### config.mk
export PLATFORM = sky130hd
export DESIGN_NAME = rr_mux_arbiter
export DESIGN_NICKNAME = d
export VERILOG_FILES = /design/src/rtl/rr_mux_arbiter.sv
export SDC_FILE = /design/constraint.sdc
export NUM_CORES = 1
export LEC_CHECK = 0
export CORE_MARGIN = 10
export CORE_UTILIZATION = 47
export DETAILED_ROUTE_END_ITERATION = 6
export GPL_TIMING_DRIVEN = 1
export PLACE_DENSITY = 0.84
export SYNTH_ARGS = -nofsm -noshare
export SYNTH_HDL_FRONTEND = slang
export SYNTH_SLANG_ARGS = --single-unit
### constraint.sdc
create_clock -name clk -period 4.9 [get_ports clk]
set_input_delay 0.98 -clock clk [delete_from_list [all_inputs] [get_ports clk]]
set_output_delay 0.98 -clock clk [all_outputs]
set_load 0.005 [all_outputs]
### src/rtl/rr_mux_arbiter.sv
// Round-robin arbiter sharing one 4:1 WIDTH-bit mux among four requesters,
// with a valid/ready output handshake and a per-tenure transfer cap.
module rr_mux_arbiter #(
    parameter int WIDTH    = 4,
    parameter int MAX_HOLD = 4
) (
    input  logic             clk,
    input  logic             reset_n,
    input  logic [3:0]       req,
    input  logic [WIDTH-1:0] d0,
    input  logic [WIDTH-1:0] d1,
    input  logic [WIDTH-1:0] d2,
    input  logic [WIDTH-1:0] d3,
    input  logic             out_ready,
    output logic [3:0]       gnt,
    output logic [1:0]       sel,
    output logic [WIDTH-1:0] y,
    output logic             y_valid,
    output logic             busy
);

    typedef enum logic {
        IDLE  = 1'b0,
        GRANT = 1'b1
    } state_t;

    localparam logic [3:0] HOLD_LAST = 4'(MAX_HOLD - 1);

    state_t     state_reg, state_next;
    logic [3:0] gnt_reg, gnt_next;
    logic [1:0] sel_reg, sel_next;
    logic [1:0] last_reg, last_next;
    logic [3:0] hold_reg, hold_next;

    logic [WIDTH-1:0] d_arr [4];
    logic [3:0]       rot_req;
    logic [1:0]       offset;
    logic [1:0]       winner;
    logic             transfer;

    assign d_arr[0] = d0;
    assign d_arr[1] = d1;
    assign d_arr[2] = d2;
    assign d_arr[3] = d3;

    // rot_req[k] is the request of the requester k+1 places after the last winner.
    generate
        for (genvar gi = 0; gi < 4; gi++) begin : g_rot
            assign rot_req[gi] = req[last_reg + 2'(gi + 1)];
        end
    endgenerate

    always_comb begin
        offset = 2'd0;
        for (int k = 3; k >= 0; k--) begin
            if (rot_req[k]) begin
                offset = 2'(k);
            end
        end
    end

    assign winner   = last_reg + 2'd1 + offset;
    assign y        = d_arr[sel_reg];
    assign busy     = (state_reg == GRANT);
    assign y_valid  = busy && req[sel_reg];
    assign transfer = y_valid && out_ready;
    assign gnt      = gnt_reg;
    assign sel      = sel_reg;

    always_comb begin
        state_next = state_reg;
        gnt_next   = gnt_reg;
        sel_next   = sel_reg;
        last_next  = last_reg;
        hold_next  = hold_reg;
        case (state_reg)
            IDLE: begin
                if (|req) begin
                    state_next = GRANT;
                    gnt_next   = 4'b0001 << winner;
                    sel_next   = winner;
                    last_next  = winner;
                    hold_next  = 4'd0;
                end
            end
            GRANT: begin
                // Release leaves sel untouched; only the grant and count clear.
                if (!req[sel_reg] || (transfer && hold_reg == HOLD_LAST)) begin
                    state_next = IDLE;
                    gnt_next   = 4'b0000;
                    hold_next  = 4'd0;
                end else if (transfer) begin
                    hold_next = hold_reg + 4'd1;
                end
            end
            default: begin
                state_next = IDLE;
                gnt_next   = 4'b0000;
                hold_next  = 4'd0;
            end
        endcase
    end

    always_ff @(posedge clk or negedge reset_n) begin
        if (!reset_n) begin
            state_reg <= IDLE;
            gnt_reg   <= 4'b0000;
            sel_reg   <= 2'd0;
            last_reg  <= 2'd3;
            hold_reg  <= 4'd0;
        end else begin
            state_reg <= state_next;
            gnt_reg   <= gnt_next;
            sel_reg   <= sel_next;
            last_reg  <= last_next;
            hold_reg  <= hold_next;
        end
    end

endmodule

==> reports/results.txt, run 1 <==
Most common library cells after synthesis - dfrtp_1, nand2_1, nor2_1
Number of library cell types mapped by synthesis - 43
Cell types occupying the most area after synthesis - dfrtp_1, mux4_1, dfstp_2
Flip-flop cell with the highest count after synthesis - dfrtp_1
Area overhead of the layout relative to synthesis - 39.2%
Detailed-placement wirelength estimate - 2.05 mm
Post-layout util - 0.678
First-pass DRT Iterations - 3
Setup repair after global routing missed its margin - no
Most common cell in the synthesized netlist - dfrtp_1
Max-Slew Margin vs Limit - 0.626
Pin slew with the least headroom to its limit - 0.559 ns
Internal power contribution - 442 µW
Logic gate share of total power - 0.609
TritonCTS clock tree - done
Via density - 5.65
Class of the most critical hold timing path - reg -> reg
Number of hold buffers added after cts - 0
Clock network fraction of total power - 0.089
Async set-reset flop share out of synthesis - 1.00
Number of flops mapped to enable cells by yosys - 0
Sum of negative setup slack - 0 ns
Synthesized net count - 104
Detailed Route Iter0 Violations - 40
Avg Cell Area, Syn - 12.0 µm²
Worst IR drop on VDD - 343 µV
Cell taking the most area after synthesis - dfrtp_1
Crit path launch type - input pin
CTS clock-pin slew for the worst setup and hold paths - 0.07 ns
Slack of the critical path - 1.16 ns
N_diodes - 0
Synthesis-stage register bit count - 13
Share of post-route cells with drive strength above 1 - 0.158
Resized Gates After CTS - 0
Count of antenna-violating nets left after detailed routing - 0
Total detailed-routing wirelength - 2.52 mm
Netlist area before placement - 946 µm²
Count of vias placed by the detailed router - 796
First-pass GRT wire length - 4.26 mm
Post-detailed-route DRC marker count - 0
Clock skew after layout - 0.000543 ns
TritonCTS sink count - 13
Latest clock arrival within the worst-skew pair - 0.27 ns
TritonCTS buffer count - 3
Number of antenna violations at the first check in global routing - 0
Number of synthesis warnings - 0
Final number of max-transition violations - 0
Run status - finished, final reports clean
Net switching share of the total power - 0.380
GRT Total Usage - 0.125
Num rows - 16
Category of the most critical setup path - in -> out
CTS Root Buffer Type - clkbuf_4
Leakage dissipation - 0.540 nW
Height of the chip - 64.9 µm
Max capacitance violation total - 0
Cells after synthesis - 79
Net count, final - 140
GP Congestion - 0.867
Die Outline Area - 4210 µm²
I/O pin total - 35
Critical Path RT - 3.92 ns
Remaining Overflow, GRT - 0
Largest net degree at the start of global routing - 14
Achievable clock frequency - 0.267 GHz
Post-route fraction of the period consumed by the critical path - 0.763
Die boundary width - 64.9 µm
H-tree level count - 1
Clk buf depth - 2
Biggest fanout along the worst timing path - 10
Starting utilization of the core area - 0.487
Area of the core - 1940 µm²
Final routed wire length divided by cell count - 17.9 µm
Crit path arrival time - 2.76 ns
Net load switching power - 271 µW
Quantity of I/O buffers inserted on ports - 34
Number of hold violations in the final report - 0
Kind of end point of the critical path - primary output
Sequential share of power - 0.302
Worst setup slack after placement - 1.15 ns
Final Setup Violations - 0
Fraction of the yosys area taken by sequential cells - 0.347
Ratio of total power to cell area - 542 nW/µm²
Final hold slack - 0.499 ns
Number of global-route vias before repair - 850
Post CTS Setup Buffer Count - 0
Final period demand of the worst path - 3.74 ns
Top cell type's share of synthesized area - 0.291
-- path summary, 6_finish.rpt --
kind	from	endpoint	slack (ns)	cells past startpoint
setup / recovery	req[3]	y_valid	1.16	4
hold / removal	gnt[1]	gnt[1]	0.50	1
setup reg to reg	last_reg[1]	sel[1]	2.68	9
hold reg to reg	gnt[1]	gnt[1]	0.50	1
max in group asynchronous	reset_n	last_reg[0]	3.46	1
min in group asynchronous	reset_n	hold_reg[0]	1.07	1
-- routing by layer --
layer | wire, µm | GRT usage | vias up
li1 | - | - | 380
met1 | 1150 | 0.147 | 382
met2 | 1150 | 0.207 | 30
met3 | 194 | 0.0481 | 4
met4 | 26 | 0.0321 | 0
met5 | 0 | 0 | -
-- metrics by stage --
stage	cell area (µm²)	instances	total power, mW
global placement	1290	137	0.638
global route	1320	141	0.774
finish	1320	141	0.714
detailed placement	1290	137	0.649
floorplan	946	79	0.498
CTS	1320	141	0.717
-- cells by family after synthesis --
family	synth area share
fa+ha+maj	0.0265
buf+inv	0.0397
xor+xnor	0.0542
compound gates	0.187
mux	0.186
flops	0.347
simple gates	0.160
-- power by group through the flow --
| stage | Clock, mW | Sequential [mW] | Combinational [mW] |
|---|---|---|---|
| after floorplan | 0 | 0.192 | 0.306 |
| after global placement | 0 | 0.213 | 0.424 |
| after detailed placement | 0 | 0.217 | 0.433 |
| after CTS | 0.0647 | 0.215 | 0.438 |
| after global routing | 0.0728 | 0.224 | 0.477 |
| final | 0.0636 | 0.216 | 0.434 |
-- cells in the final DEF (no fill, tap or decap), types with 3 or more instances in the layout --
| master | instances |
|---|---|
| clkbuf_4 | 3 |
| clkdlybuf4s50_1 | 34 |
| dfrtp_1 | 11 |
| mux4_1 | 4 |
| nand2_1 | 7 |
| nor2_1 | 5 |
-- critical path, stage by stage --
cell             delay [ns]
clkdlybuf4s50_1        0.58
mux4_2                 0.56
and2_4                 0.19
clkdlybuf4s50_1        0.45
-- final cells by class --
cell class,count,area (µm²)
Inverter,2,7.51
Sequential cell,13,328
Multi-Input combinational cell,61,581
Clock buffer,4,26.3
Timing Repair Buffer,34,340
Tap cell,27,33.8
Fill cell,153,626
Note: power is estimated with default switching activity, not from simulation.
==> run 2: changes to the inputs <==
--- a/config.mk
+++ b/config.mk
@@ -6,10 +6,10 @@
 export NUM_CORES = 1
 export LEC_CHECK = 0
 export CORE_MARGIN = 10
-export CORE_UTILIZATION = 47
+export CORE_UTILIZATION = 43
 export DETAILED_ROUTE_END_ITERATION = 6
 export GPL_TIMING_DRIVEN = 1
-export PLACE_DENSITY = 0.84
+export PLACE_DENSITY = 0.78
 export SYNTH_ARGS = -nofsm -noshare
 export SYNTH_HDL_FRONTEND = slang
 export SYNTH_SLANG_ARGS = --single-unit
==> constraint.sdc (replaced) <==
create_clock -name clk -period 3.8 [get_ports clk]
set_input_delay 0.76 -clock clk [delete_from_list [all_inputs] [get_ports clk]]
set_output_delay 0.76 -clock clk [all_outputs]
set_load 0.005 [all_outputs]
==> reports/results.txt, run 2 (same netlist as run 1, synthesis figures left out) <==
Resized Gates After CTS - 0 (unchanged)
First-pass DRT Iterations - 4 (+1)
Slack of the critical path - 0.498 ns (-0.663 ns)
Final Setup Violations - 0 (unchanged)
Area overhead of the layout relative to synthesis - 39.3% (about the same)
Final number of max-transition violations - 0 (unchanged)
Final period demand of the worst path - 3.30 ns
Die Outline Area - 4480 µm² (+6.4%)
Leading cell types in the layout, fill and taps excluded - clkdlybuf4s50_1, dfrtp_1, nand2_1
Clock skew after layout - 0.00600 ns (+0.00546 ns)
Metal2 WL - 974 µm (-15%)
Number of hold violations in the final report - 0 (unchanged)
Net switching share of the total power - 0.377 (-0.00369)
Max capacitance violation total - 0 (unchanged)
Achievable clock frequency - 0.303 GHz
Total detailed-routing wirelength - 2.36 mm (-6.3%)
Worst setup slack after placement - 0.501 ns (-0.647 ns)
Sequential share of power - 0.302 (about the same)
Setup repair after global routing missed its margin - no
Critical Path RT - 3.04 ns (-0.88 ns)
Net load switching power - 343 µW (+27%)
GRT Total Usage - 0.107 (-0.0172)
Number of hold buffers added after cts - 0 (unchanged)
Height of the chip - 66.9 µm (+3.1%)
Clock network fraction of total power - 0.093 (+0.004)
Crit path arrival time - 2.54 ns (-0.22 ns)
Starting utilization of the core area - 0.468 (-0.0193)
Logic gate share of total power - 0.605 (-0.004)
Post-route fraction of the period consumed by the critical path - 0.869
Leakage dissipation - 0.543 nW (+0.51%)
Post-detailed-route DRC marker count - 0 (unchanged)
Clk buf depth - 2 (unchanged)
TritonCTS sink count - 13 (unchanged)
Length of routed met3 wiring - 281 µm (+45%)
Count of fill cells added during filler insertion - 166 (+8.5%)
Kind of end point of the critical path - primary output
Die boundary width - 66.9 µm (+3.1%)
Detailed-placement wirelength estimate - 1.93 mm (-6.0%)
Category of the most critical setup path - in -> out
Number of antenna violations at the first check in global routing - 0 (unchanged)
Worst IR drop on VDD - 573 µV (+67%)
Area after DPL - 1290 µm² (unchanged)
Net count, final - 140 (unchanged)
N_diodes - 0 (unchanged)
Sum of negative setup slack - 0 ns (unchanged)
TritonCTS clock tree - done
Final hold slack - 0.504 ns (+0.00483 ns)
Ratio of total power to cell area - 692 nW/µm² (+28%)
Post-layout util - 0.652 (-0.0262)
Remaining Overflow, GRT - 0 (unchanged)
Share of post-route cells with drive strength above 1 - 0.167 (+0.00877)
Crit path launch type - input pin
Quantity of I/O buffers inserted on ports - 34 (unchanged)
Count of vias placed by the detailed router - 776 (-2.5%)
Via density - 5.50 (-2.5%)
Wl on met1 - 1.10 mm (-3.9%)
Top Layer Used - met4
Internal power contribution - 568 µW (+29%)
Num rows - 16 (unchanged)
Detailed Route Iter0 Violations - 21 (-48%)
TritonCTS buffer count - 3 (unchanged)
CTS Root Buffer Type - clkbuf_4
Max-Slew Margin vs Limit - 0.620 (-0.00631)
Pin slew with the least headroom to its limit - 0.569 ns (+0.00943 ns)
Most common cell after layout, fill and taps aside - clkdlybuf4s50_1
Count of antenna-violating nets left after detailed routing - 0 (unchanged)
Run status - finished, final reports clean
Biggest fanout along the worst timing path - 10 (unchanged)
H-tree level count - 1 (unchanged)
Final routed wire length divided by cell count - 16.8 µm (-6.3%)
First-pass GRT wire length - 3.78 mm (-11%)
I/O pin total - 35 (unchanged)
Design area - 1320 µm² (about the same)
Latest clock arrival within the worst-skew pair - 0.27 ns (about the same)
CTS clock-pin slew for the worst setup and hold paths - 0.09 ns (+0.02 ns)
Post CTS Setup Buffer Count - 0 (unchanged)
Largest net degree at the start of global routing - 14 (unchanged)
Number of global-route vias before repair - 754 (-11%)
Class of the most critical hold timing path - reg -> reg
GP Congestion - 0.833 (-4.0%)
Area of the core - 2020 µm² (+4.1%)
## run 2: cell types whose count changed in the layout (fill, tap and decap cells not counted), sizes merged
| cell | delta |
|---|---|
| clkbuf | -1 |
| clkinv | +1 |
## run 2: final timing paths
kind                            endpoint  cells past startpoint  slack, ns   startpoint
worst max register to register    sel[1]                      9       1.56  last_reg[1]
min in group asynchronous         gnt[0]                      1       0.84      reset_n
worst min-delay path              gnt[0]                      1       0.50       gnt[0]
worst min register to register    gnt[0]                      1       0.50       gnt[0]
max in group asynchronous           busy                      1       2.58      reset_n
worst max-delay path             y_valid                      4       0.50       req[3]
## run 2: area by class of cell
type,instances,area [µm²],share of cell area
Clock inverter,1,5.00,0.00380
Multi-Input combinational cell,61,581,0.441
Tap cell,27,33.8,0.0256
Clock buffer,3,22.5,0.0171
Inverter,2,7.51,0.00570
Sequential cell,13,328,0.249
Timing Repair Buffer,34,340,0.258
## run 2: worst max-delay path, cell delays in order
cell and delay, ns:
clkdlybuf4s50_1 0.58, mux4_2 0.57, and2_4 0.19, clkdlybuf4s50_1 0.44
## run 2: stage by stage
| stage | cells | power (mW) |
|---|---|---|
| floorplan | 79 | 0.642 |
| global placement | 137 | 0.826 |
| detailed placement | 137 | 0.834 |
| CTS | 141 | 0.921 |
| global route | 141 | 0.985 |
| finish | 141 | 0.912 |
## run 2: power groups by stage
| stage | Sequential, mW | Clock, mW | Combinational (mW) |
|---|---|---|---|
| 2_1_floorplan | 0.247 | 0 | 0.395 |
| 3_3_place_gp | 0.278 | 0 | 0.548 |
| 3_5_place_dp | 0.281 | 0 | 0.554 |
| 4_1_cts | 0.277 | 0.0873 | 0.557 |
| 5_1_grt | 0.287 | 0.0945 | 0.603 |
| 6_report | 0.275 | 0.0852 | 0.551 |
## run 2: metal layers
metal  global-route usage  vias to the layer above
met4              0.00769                        0
met2                0.161                       34
met1                0.139                      364
met5                    0                        -
met3               0.0552                        2
li1                     -                      376
==> run 3: changes to the inputs <==
--- a/config.mk
+++ b/config.mk
@@ -6,10 +6,11 @@
 export NUM_CORES = 1
 export LEC_CHECK = 0
 export CORE_MARGIN = 10
-export CORE_UTILIZATION = 43
+export CORE_UTILIZATION = 39
 export DETAILED_ROUTE_END_ITERATION = 6
 export GPL_TIMING_DRIVEN = 1
-export PLACE_DENSITY = 0.78
+export PLACE_DENSITY = 0.75
+export RECOVER_POWER = 50
 export SYNTH_ARGS = -nofsm -noshare
 export SYNTH_HDL_FRONTEND = slang
 export SYNTH_SLANG_ARGS = --single-unit
==> constraint.sdc (replaced) <==
create_clock -name clk -period 2.7 [get_ports clk]
set_input_delay 0.54 -clock clk [delete_from_list [all_inputs] [get_ports clk]]
set_output_delay 0.54 -clock clk [all_outputs]
set_load 0.005 [all_outputs]
==> reports/results.txt, run 3 (same netlist as run 1, synthesis figures left out) <==
Run status - finished, final reports clean
Leakage dissipation - 0.590 nW (+8.6%)
Final Setup Violations - 0 (unchanged)
Final routed wire length divided by cell count - 17.8 µm (+6.1%)
Biggest fanout along the worst timing path - 3 (-7)
Worst stage delay on the critical path - 0.50 ns (-0.08 ns)
Setup slack, reg-to-reg - 0.47 ns (-1.09 ns)
Number of global-route vias before repair - 878 (+16%)
Num rows - 17 (+1)
Die boundary width - 69.3 µm (+3.5%)
GP Congestion - 0.866 (+4.0%)
Number of hold buffers added after cts - 0 (unchanged)
Worst Hold Path EP - gnt[0]
Post-layout util - 0.606 (-0.0456)
Remaining Overflow, GRT - 0 (unchanged)
Clk buf depth - 2 (unchanged)
Quantity of I/O buffers inserted on ports - 34 (unchanged)
Source of the worst hold timing path - gnt[0]
Via density - 5.58 (+1.4%)
Starting utilization of the core area - 0.420 (-0.0483)
Category of the most critical setup path - in -> out
Number of antenna violations at the first check in global routing - 0 (unchanged)
Cell Count, Final, Fillers Out - 150 (+6.4%)
CTS clock-pin slew for the worst setup and hold paths - 0.08 ns (about the same)
Count of fill cells added during filler insertion - 211 (+27%)
Count of antenna-violating nets left after detailed routing - 0 (unchanged)
Cells after DPL - 145 (+5.8%)
Design area - 1370 µm² (+3.7%)
Final period demand of the worst path - 2.51 ns
Worst IR drop on VDD - 605 µV (+5.5%)
Footprint of the multi-input gates - 577 µm² (-0.65%)
Most common cell after layout, fill and taps aside - clkdlybuf4s50_1
N_diodes - 0 (unchanged)
Achievable clock frequency - 0.399 GHz
Max-Slew Margin vs Limit - 0.612 (-0.00764)
Detailed Route Iter0 Violations - 25 (+19%)
Setup repair after global routing missed its margin - no
Final number of max-transition violations - 0 (unchanged)
Number of buffer and inverter instances along the worst setup path - 2 (unchanged)
Largest net degree at the start of global routing - 14 (unchanged)
CTS Root Buffer Type - clkbuf_4
Max capacitance violation total - 0 (unchanged)
Ratio of total power to cell area - 961 nW/µm² (+39%)
Worst R2R Start - last_reg[1]
Crit path launch type - input pin
TritonCTS sink count - 13 (unchanged)
Detailed-placement wirelength estimate - 2.14 mm (+11%)
Net count, final - 148 (+5.7%)
Clock skew after layout - 0.000751 ns (-0.00525 ns)
Area after DPL - 1340 µm² (+4.2%)
Critical Path RT - 2.16 ns (-0.88 ns)
GRT Total Usage - 0.113 (+0.00525)
CP max-delay cell - mux4_2
Post-route total power - 1.31 mW (+44%)
Pin slew with the least headroom to its limit - 0.580 ns (+0.0113 ns)
Post-detailed-route DRC marker count - 0 (unchanged)
First-pass GRT wire length - 4.48 mm (+18%)
Cell count of the worst reg-to-reg path - 9 (unchanged)
Cell-by-cell trace of the critical path - clkdlybuf4s50_1, mux4_2, and2_4, dlygate4sd2_1
Leading cell types in the layout, fill and taps excluded - clkdlybuf4s50_1, dfrtp_1, nand2_1, buf_4
Number of hold violations in the final report - 0 (unchanged)
Post-route fraction of the period consumed by the critical path - 0.928
TritonCTS clock tree - done
Height of the chip - 69.3 µm (+3.5%)
Slack of the critical path - 0.194 ns (-0.305 ns)
Latest clock arrival within the worst-skew pair - 0.28 ns (about the same)
I/O pin total - 35 (unchanged)
Total detailed-routing wirelength - 2.67 mm (+13%)
Family with the most delay on the worst path - buffers and inverters
Count of vias placed by the detailed router - 837 (+7.9%)
Cells on Worst Hold Path - 1 (unchanged)
TritonCTS buffer count - 3 (unchanged)
Worst reg2reg path endpoint - sel[1]
H-tree level count - 1 (unchanged)
Footprint of the flip-flops and latches - 328 µm² (unchanged)
Kind of end point of the critical path - primary output
Share of post-route cells with drive strength above 1 - 0.197 (+0.0301)
Area overhead of the layout relative to synthesis - 44.4%
Crit path arrival time - 1.97 ns (-0.57 ns)
Class of the most critical hold timing path - reg -> reg
Area of the core - 2250 µm² (+12%)
Die Outline Area - 4800 µm² (+7.1%)
Worst setup slack after placement - -0.0813 ns (-0.582 ns)
First-pass DRT Iterations - 4 (unchanged)
## run 3: cell types whose count changed in the layout (fill, tap and decap cells not counted), sizes merged
cell / delta
dlygate4sd3: +5
clkbuf: +2
clkinv: -1
buf: +7
dlygate4sd2: +3
clkdlybuf4s50: -8
## run 3: layout make-up
class	instances	share of cell area
clock buffers	4	0.0192
inverters	2	0.00549
multi-input cells	61	0.422
flip-flops and latches	13	0.240
well taps	28	0.0256
repair buffers	42	0.288
## run 3: layer usage
layer	track usage	vias to the layer above	wire length [µm]
met4	0.0532	0	53
li1	-	391	-
met1	0.126	404	1140
met5	0	-	0
met3	0.0456	5	236
met2	0.181	37	1240
## run 3: worst max-delay path by stage
stage                      start  endpoint  slack [ns]  depth (start not counted)
after floorplan           req[3]    sel[1]        0.61                         10
after global placement    req[3]   y_valid       -0.03                          4
after detailed placement  req[3]   y_valid       -0.08                          4
after CTS                 req[1]   y_valid        0.19                          4
after global routing      req[2]    sel[1]        0.14                         10
final                     req[1]   y_valid        0.19                          4
## run 3: repair_timing
item,in CTS,in global routing
endpoints found under the setup margin,1,0
resized for setup,3,0
buffers inserted,1,0
## run 3: report_power, final
| group | switching [mW] | leakage, nW | internal, mW |
|---|---|---|---|
| Sequential | 0.111 | 0.164 | 0.280 |
| Clock | 0.0671 | 0.0150 | 0.0574 |
| Combinational | 0.327 | 0.410 | 0.472 |
## run 3: worst reg2reg max path, cell delays in order, from the launching register on
cell and delay (ns):
dfstp_2 0.61, nand2_1 0.09, a2bb2oi_1 0.15, o21ai_0 0.09
o21a_1 0.19, ha_1 0.18, xnor2_1 0.14, xnor2_1 0.23
xnor2_2 0.15, mux2_2 0.29
## run 3: stage by stage
stage | TNS [ns] | hold slack, ns
finish | 0 | 0.489
global route | 0 | 0.523
CTS | 0 | 0.503
detailed placement | -0.150 | 0.473
global placement | -0.0347 | 0.483
floorplan | 0 | 0.244
